<file path="src/rtl/output_word_packer.sv">
// ============================================================================
// Module   : output_word_packer
// Purpose  : Packs a serial stream of convolution result bits into 16-bit
//            SRAM words. Bit k of each word is the (k+1)th accepted bit of
//            that word, so bit 0 is filled first. Words go to consecutive
//            addresses starting at base_addr. A partial final word is padded
//            with zeros in its upper bits.
// Option   : PACKER_HEADER_EN - when defined, a one-cycle HEADER state writes
//            {7'b0, total_bits} at base_addr and data words start at
//            base_addr+1.
// Ports    : clk, reset_b (async, active low)
//            start, base_addr[11:0], total_bits[8:0]  - job request
//            bit_valid, bit_data, bit_ready           - bit stream handshake
//            busy, done                               - job status
//            dut_sram_write_enable/_address[11:0]/_data[15:0] - SRAM port
// Revision : 1.0 - initial release
// ============================================================================
`default_nettype none

module output_word_packer (
  input  logic        clk,
  input  logic        reset_b,
  input  logic        start,
  input  logic [11:0] base_addr,
  input  logic [8:0]  total_bits,
  input  logic        bit_valid,
  input  logic        bit_data,
  output logic        bit_ready,
  output logic        busy,
  output logic        done,
  output logic        dut_sram_write_enable,
  output logic [11:0] dut_sram_write_address,
  output logic [15:0] dut_sram_write_data
);

  typedef enum logic [2:0] {
    ST_IDLE    = 3'd0,
    ST_HEADER  = 3'd1,
    ST_COLLECT = 3'd2,
    ST_FLUSH   = 3'd3,
    ST_DONE    = 3'd4
  } state_t;

  state_t      r_state;
  state_t      w_state_next;

  logic [8:0]  r_total;     // clamped bit count of the current job
  logic [8:0]  r_count;     // bits accepted so far in this job
  logic [3:0]  r_bitpos;    // position of the next bit inside the current word
  logic [15:0] r_shreg;     // partially assembled word
  logic [11:0] r_ptr;       // address of the next data word
  logic        r_we;
  logic [11:0] r_addr;
  logic [15:0] r_data;

  logic        w_start_ok;
  logic        w_accept;
  logic [8:0]  w_count_inc;
  logic        w_last;
  logic        w_word_full;
  logic [15:0] w_word;
  logic [8:0]  w_clamped;

  // Any request above 256 has bit 8 set together with some lower bit;
  // exactly 256 also has bit 8 set, so bit 8 alone selects the clamp value.
  assign w_clamped   = total_bits[8] ? 9'd256 : total_bits;
  assign w_start_ok  = start && (r_state == ST_IDLE);
  assign w_accept    = bit_valid && (r_state == ST_COLLECT);
  assign w_count_inc = r_count + 9'd1;
  assign w_last      = w_accept && (w_count_inc == r_total);
  assign w_word_full = w_accept && (r_bitpos == 4'd15);
  // Current word with the incoming bit merged in at its slot.
  assign w_word      = r_shreg | ({15'b0, bit_data} << r_bitpos);

  // --------------------------------------------------------------------------
  // State register
  // --------------------------------------------------------------------------
  always_ff @(posedge clk or negedge reset_b) begin
    if (!reset_b) begin
      r_state <= ST_IDLE;
    end else begin
      r_state <= w_state_next;
    end
  end

  // --------------------------------------------------------------------------
  // Next-state logic
  // --------------------------------------------------------------------------
  always_comb begin
    w_state_next = r_state;
    case (r_state)
      ST_IDLE: begin
        if (start) begin
`ifdef PACKER_HEADER_EN
          w_state_next = ST_HEADER;
`else
          w_state_next = (w_clamped == 9'd0) ? ST_DONE : ST_COLLECT;
`endif
        end
      end
      ST_HEADER: begin
        w_state_next = (r_total == 9'd0) ? ST_DONE : ST_COLLECT;
      end
      ST_COLLECT: begin
        if (w_last) begin
          w_state_next = ST_FLUSH;
        end
      end
      ST_FLUSH: begin
        w_state_next = ST_DONE;
      end
      ST_DONE: begin
        w_state_next = ST_IDLE;
      end
      default: begin
        w_state_next = ST_IDLE;
      end
    endcase
  end

  // --------------------------------------------------------------------------
  // Datapath: bit assembly, address pointer and registered SRAM strobe.
  // The final word is registered on the last accept, so it is presented
  // during the FLUSH cycle. When that last bit also completes a full word the
  // single write covers both cases, so no duplicate is produced.
  // --------------------------------------------------------------------------
  always_ff @(posedge clk or negedge reset_b) begin
    if (!reset_b) begin
      r_total  <= 9'd0;
      r_count  <= 9'd0;
      r_bitpos <= 4'd0;
      r_shreg  <= 16'd0;
      r_ptr    <= 12'd0;
      r_we     <= 1'b0;
      r_addr   <= 12'd0;
      r_data   <= 16'd0;
    end else begin
      r_we <= 1'b0;

      if (w_start_ok) begin
        r_total  <= w_clamped;
        r_count  <= 9'd0;
        r_bitpos <= 4'd0;
        r_shreg  <= 16'd0;
`ifdef PACKER_HEADER_EN
        // Header write is presented during the HEADER cycle itself.
        r_we     <= 1'b1;
        r_addr   <= base_addr;
        r_data   <= {7'b0, w_clamped};
        r_ptr    <= base_addr + 12'd1;
`else
        r_ptr    <= base_addr;
`endif
      end

      if (w_accept) begin
        r_count <= w_count_inc;
        if (w_word_full || w_last) begin
          r_we     <= 1'b1;
          r_addr   <= r_ptr;
          r_data   <= w_word;
          r_ptr    <= r_ptr + 12'd1;   // wraps 0xFFF -> 0x000
          r_shreg  <= 16'd0;
          r_bitpos <= 4'd0;
        end else begin
          r_shreg  <= w_word;
          r_bitpos <= r_bitpos + 4'd1;
        end
      end
    end
  end

  assign bit_ready              = (r_state == ST_COLLECT);
  assign busy                   = (r_state != ST_IDLE);
  assign done                   = (r_state == ST_DONE);
  assign dut_sram_write_enable  = r_we;
  assign dut_sram_write_address = r_addr;
  assign dut_sram_write_data    = r_data;

endmodule

`default_nettype wire

</file>
<file path="config.mk">
export PLATFORM = sky130hd
export DESIGN_NAME = output_word_packer
export DESIGN_NICKNAME = d
export VERILOG_FILES = /design/src/rtl/output_word_packer.sv
export SDC_FILE = /design/constraint.sdc
export NUM_CORES = 1
export LEC_CHECK = 0
export ABC_CLOCK_PERIOD_IN_PS = 2650
export BUFFER_PORTS_ARGS = -buffer_cell sky130_fd_sc_hd__buf_2
export CORE_ASPECT_RATIO = 0.9
export CORE_MARGIN = 2
export CORE_UTILIZATION = 52
export CTS_CLUSTER_SIZE = 24
export DETAILED_ROUTE_END_ITERATION = 10
export GPL_TIMING_DRIVEN = 0
export PLACE_DENSITY = 0.73
export SETUP_SLACK_MARGIN = 0.5
export SYNTH_ARGS = -nofsm -noshare
export SYNTH_HDL_FRONTEND = slang
export SYNTH_SLANG_ARGS = --single-unit
</file>
<file path="constraint.sdc">
create_clock -name clk -period 2.65 [get_ports clk]
set_input_delay 0 -clock clk [delete_from_list [all_inputs] [get_ports clk]]
set_output_delay 0 -clock clk [all_outputs]
set_load 0.05 [all_outputs]
</file>
==> results.yml, run 1 <==
sta:
  relSlewSlack: 0.212
  tns_ps: 0
  setup_violations: 0
  rsz0062_at_grt: "true"
  hold_ws_ps: 64.2
  final_hold_viol_count: 0
  max_freq_mhz: 422
  slew_violations: 0
  worst-slew-pin-transition_ps: 1180
  setup_ws_ps: 281
  fin_worst_skew_ps: 10.0
  fin_crit_sh: 0.894
  min_period_ps: 2370
hold_path:
  hp-class: "primary input to flip-flop"
  min_from: "base_addr[9]"
  hold_path_depth: 4
  min_to: "r_ptr[9]"
run_status:
  outcome: "finished clean"
route:
  drt_first_iter_violations: 315
  viasPerCell: 5.77
  drc: 0
  antenna_left: 0
  num_vias: 4002
  finalWirelength_microns: 11700
  drt_first_pass_iters: 5
  routedWlPerCell_microns: 16.8
clock_tree:
  h-tree-depth: 3
  cts_buffers: 9
  cts_tree: "built"
  cts_root_buf: "clkbuf_8"
  cts.sinks: 82
  cts_buffer_depth: 2
  clk_latency_ps: 360
  clkTransAtPathRegs_ps: 80
critical_path:
  worst_setup_path_start_kind: "flip-flop"
  regToRegEndpoint: "r_shreg[8]"
  required_ps: 2890
  path_class: "flip-flop to flip-flop"
  critical_path.endpoint_type: "flip-flop"
  cp.arrival_ps: 2610
  r2r_setup_slack_ps: 280
  reg2reg_depth: 11
  r2r-start: "r_count[0]"
  cp_max_fo: 7
placement:
  place.gp.congestion: 0.889
  dpl.hpwl_microns: 7030
  port_buffers: 56
  dpl.cell_count: 620
  pre_cts_slack_ps: 76.6
yosys:
  yosys-top-cells-area: "dfrtp_1 (49%), nand2_1 (6.1%), a21oi_1 (4.2%), nor2_1 (4.1%), o21ai_0 (3.3%)"
  synthFlopType: "dfrtp_1"
  synth_edf_count: 0
  syn_avg_cell_area_sq_um: 9.07
  yosys.area.top_type: "dfrtp_1"
  yosys.cell_types.count: 57
  synth_seq_cells: 82
  seq_area_frac_synth: 0.487
  synthArstFlopShare: 1.00
  yosysTopAreaCellShare: 0.487
  yosys_warnings: 0
  syn-instance-count: 464
  syn_area_sq_mm: 0.00421
  syn-num-nets: 493
layout:
  multiInputGateArea_sq_mm: 0.00238
  seqCellArea_sq_mm: 0.00206
  final_cell_mix: "dfrtp_1 (79), nand2_1 (66), buf_2 (56)"
  fillers: 561
  final_cells: 694
  syn2layout_area_growth_pct: 40.3
  antenna_cells: 0
  fin_nets: 619
  drive_gt1_frac: 0.360
  mostFrequentLayoutCell: "dfrtp_1"
job:
  max-cap-violations: 0
grt:
  overflow: 0
  grtUsageTotal: 0.263
  grt_max_degree: 64
  grt_pass1_wl_microns: 18300
  antenna_found_initial: 0
  grt_pass1_vias: 3794
floorplanning:
  die_y_microns: 89.4
  row_count: 31
  die_area_sq_mm: 0.00883
  io_pins: 58
  start_util: 0.530
  fp.dieW_microns: 98.9
  core_sq_mm: 0.00795
power_and_ir_drop:
  power_mw: 6.90
  peakVddDrop_mv: 0.597
  p_leak_nw: 2.66
  powerDensity_mw_per_mm2: 1170
==> Yosys cell counts (2+ instances only) <==
master / count
a21o_1: 4
a21oi_1: 35
a21oi_2: 11
a22o_1: 4
a311oi_1: 2
a31oi_1: 15
a32o_1: 4
and2_1: 6
and3_1: 6
buf_1: 4
buf_2: 7
buf_6: 4
clkbuf_1: 14
dfrtp_1: 82
ha_1: 3
inv_1: 8
mux2i_1: 3
nand2_1: 68
nand2b_1: 11
nand3_1: 18
nand4_1: 5
nor2_1: 46
nor2b_1: 5
nor3_1: 10
nor3b_1: 3
nor4_1: 4
o211ai_1: 2
o21a_1: 2
o21ai_0: 28
o221a_2: 5
o22ai_1: 6
o31ai_1: 3
xnor2_1: 5
xor2_1: 8
==> worst max-delay path, cell delays in order, from the launching register on <==
cell,delay [ps]
dfrtp_1,400
buf_6,150
nand2_4,50
or4_1,520
a21o_1,190
buf_4,130
nand2_1,100
nand2_2,110
inv_6,120
nor2_4,70
clkbuf_8,160
a32o_1,250
==> per-stage QoR <==
step,util,instance area [sq um]
after floorplan,-,4350
after global placement,0.598,4750
after detailed placement,0.602,4780
after CTS,0.712,5660
after global routing,0.743,5910
final,0.743,5910
==> kinds of logic (layout without fill, tap and decap cells) <==
| group | after synthesis | count (layout) | share of synthesized area |
|---|---|---|---|
| fa+ha+maj | 3 | 3 | 0.00892 |
| simple gates | 195 | 195 | 0.220 |
| flops | 82 | 82 | 0.487 |
| mux | 3 | 3 | 0.00713 |
| buf+inv | 39 | 170 | 0.0449 |
| compound gates | 129 | 129 | 0.204 |
| xor+xnor | 13 | 13 | 0.0270 |
==> layer usage <==
metal  vias to the layer above  part of all wire  GRT usage
li1                       1892                 -          -
met1                      1964              0.44      0.336
met2                       125              0.49      0.459
met3                        21             0.052     0.0625
met4                         0             0.016     0.0660
met5                         -                 0          0
==> registers in the layout (all words and copies together) (netlist names) <==
| register | flops |
|---|---|
| r_total | 9 |
| r_shreg | 16 |
| dut_sram_write_data | 16 |
| r_bitpos | 4 |
| r_state | 3 |
| r_ptr | 12 |
| dut_sram_write_address | 12 |
| r_count | 9 |
| dut_sram_write_enable | 1 |
==> area by class of cell <==
cell class,instances,area share
inverter,9,0.00657
clock buffer,11,0.0239
buffer,30,0.0451
clock inverter,5,0.00508
tap,99,0.0210
multi-input combinational,343,0.403
sequential,82,0.348
timing repair buffer,115,0.147
==> timing repair <==
action / 4_1_cts / 5_1_grt
endpoints found under the hold margin: 103 / 0
setup endpoints to repair: 61 / 70
gates resized for setup: 66 / 34
hold buffers: 22 / 0
cloned: 3 / 1
pin swaps: 25 / 6
buffers inserted: 22 / 10
==> worst max path at each step <==
stage / from / endpoint / slack, ps
2_1_floorplan: r_count[0] / dut_sram_write_data[10] / 390
3_3_place_gp: r_count[0] / dut_sram_write_address[3] / 110
3_5_place_dp: r_count[0] / dut_sram_write_address[7] / 80
5_1_grt: r_count[0] / r_shreg[5] / 220
6_report: r_count[0] / r_shreg[8] / 280
4_1_cts: r_count[0] / r_ptr[8] / 350
==> report_power, final <==
group | internal [mW] | total, mW | switching, mW
clock network | 0.361 | 0.820 | 0.459
logic | 1.52 | 3.81 | 2.30
registers | 1.76 | 2.27 | 0.506
(Power assumes the default switching activity.)
==> run 2, diff against run 1 <==
==> constraint.sdc (replaced) <==
create_clock -name clk -period 2.65 [get_ports clk]
set_input_delay 0.265 -clock clk [delete_from_list [all_inputs] [get_ports clk]]
set_output_delay 0.265 -clock clk [all_outputs]
set_load 0.05 [all_outputs]
==> run 2 against run 1 <==
Compared with the run above:
- combinational power is 2% lower
- via count down 2.7%
- global-route usage decreased by 0.61 points
- power fell by 1.0%
- hold slack gained 94 ps
- fmax up 1.0%
- sequential share of layout area rose by 1.6 points
==> results.yml, run 2 (synthesized netlist as in run 1, its figures left out) <==
critical_path:
  max_stage_delay_ps: 420
  worstPathCellList: "ha_4, or3b_4, a22o_1, o211ai_1, nor3_4, nand2_2, inv_6, nor2_4, clkbuf_8, a31oi_4, nor2_4"
  path_class: "flip-flop to flip-flop"
  endpoint: "r_shreg[5]"
  cp.arrival_ps: 2640
  worst_setup_path_start_kind: "flip-flop"
  cp_common_cell: "nor2_4"
  r2r_setup_slack_ps: 310
  cp_max_fo: 7
  startpoint: "r_count[1]"
  r2r-start: "r_count[1]"
  regToRegEndpoint: "r_shreg[5]"
  required_ps: 2950
  reg2reg_depth: 11
  critical_path.endpoint_type: "flip-flop"
  slowest_stage: "dfrtp_2"
layout:
  mostFrequentLayoutCell: "dfrtp_1"
  utilization: 0.711
  fillers: 601
  seqCellArea_sq_mm: 0.00206
  syn2layout_area_growth_pct: 34.2
  fin_nets: 596
  final_cell_mix: "dfrtp_1 (79), nand2_1 (66), buf_2 (56)"
  drive_gt1_frac: 0.369
  antenna_cells: 0
  multiInputGateArea_sq_mm: 0.00237
  stdcell_area_sq_mm: 0.00565
route:
  finalWirelength_microns: 11300
  drt_first_iter_violations: 366
  num_vias: 3895
  routedWlPerCell_microns: 16.8
  drc: 0
  drt_first_pass_iters: 5
  viasPerCell: 5.80
  antenna_left: 0
clock_tree:
  cts.sinks: 82
  clk_latency_ps: 360
  clkTransAtPathRegs_ps: 90
  h-tree-depth: 3
  cts_buffer_depth: 2
  cts_root_buf: "clkbuf_8"
  cts_tree: "built"
  cts_buffers: 9
floorplanning:
  io_pins: 58
  fp.dieW_microns: 98.9
  row_count: 31
  start_util: 0.530
  core_sq_mm: 0.00795
  die_y_microns: 89.4
  die_area_sq_mm: 0.00883
sta:
  max_freq_mhz: 426
  fin_crit_sh: 0.885
  relSlewSlack: 0.214
  rsz0062_at_grt: "true"
  min_period_ps: 2340
  hold_ws_ps: 158
  setup_violations: 0
  tns_ps: 0
  final_hold_viol_count: 0
  fin_worst_skew_ps: 10.9
  slew_violations: 0
  worst-slew-pin-transition_ps: 1180
power_and_ir_drop:
  peakVddDrop_mv: 0.595
  powerDensity_mw_per_mm2: 1210
  p_leak_nw: 2.55
hold_path:
  hp-class: "primary input to flip-flop"
job:
  max-cap-violations: 0
grt:
  antenna_found_initial: 0
  overflow: 0
  grt_pass1_wl_microns: 17800
  grtUsageTotal: 0.257
  grt_max_degree: 64
  grt_pass1_vias: 3682
placement:
  dpl.hpwl_microns: 7030
  place_area_sq_mm: 0.00478
  port_buffers: 56
  place.gp.congestion: 0.889
run_status:
  outcome: "finished clean"
-- run 2: timing repair --
action / CTS / global route
hold endpoints to repair: 19 / 0
cloned: 3 / 0
hold buffers: 1 / 0
setup endpoints to repair: 61 / 70
gates resized for setup: 66 / 31
pin swaps: 25 / 7
buffers inserted: 22 / 9
-- run 2: worst max-delay path: cells and delay by family (launching register included) --
family,cells,cell delay [ps]
flip-flops,1,420
adder cells (fa/ha/maj),1,180
AO/OA/AOI/OAI,3,470
AND/OR/NAND/NOR,5,940
buffers and inverters,2,280
-- run 2: power breakdown --
part,internal (mW),switching (mW),leakage (nW)
combinational,1.48,2.27,1.43
clock,0.361,0.457,0.0851
sequential,1.76,0.500,1.04
total,3.61,3.23,2.55
-- run 2: area by class of cell --
type,count,area share
multi-input cells,343,0.419
flip-flops and latches,82,0.364
repair buffers,92,0.111
plain buffers,30,0.0472
clock buffers,11,0.0250
well taps,99,0.0219
inverters,9,0.00686
clock inverters,5,0.00531
-- run 2: how the worst min path moves through the flow --
| stage | depth (start not counted) | slack, ps | startpoint | endpoint |
|---|---|---|---|---|
| global route | 3 | 160 | total_bits[6] | r_total[6] |
| finish | 3 | 160 | total_bits[0] | r_total[0] |
| floorplan | 0 | -30 | reset_b | dut_sram_write_address[0] |
| global placement | 2 | 450 | dut_sram_write_address[8] | dut_sram_write_address[8] |
| CTS | 3 | 150 | start | r_state[1] |
| detailed placement | 1 | 180 | reset_b | r_count[2] |
-- run 2: per-layer routing --
layer	wire [microns]	global-route usage
met1	4770	0.330
met2	5540	0.445
met3	756	0.0618
met4	203	0.0635
met5	0	0
-- run 2: stage by stage --
step | power (mW) | std cells | worst slack, ps
2_1_floorplan | 4.49 | 464 | 386
3_3_place_gp | 5.11 | 619 | 106
3_5_place_dp | 5.21 | 620 | 76.6
4_1_cts | 6.57 | 662 | 345
5_1_grt | 7.26 | 671 | 197
6_report | 6.83 | 671 | 305
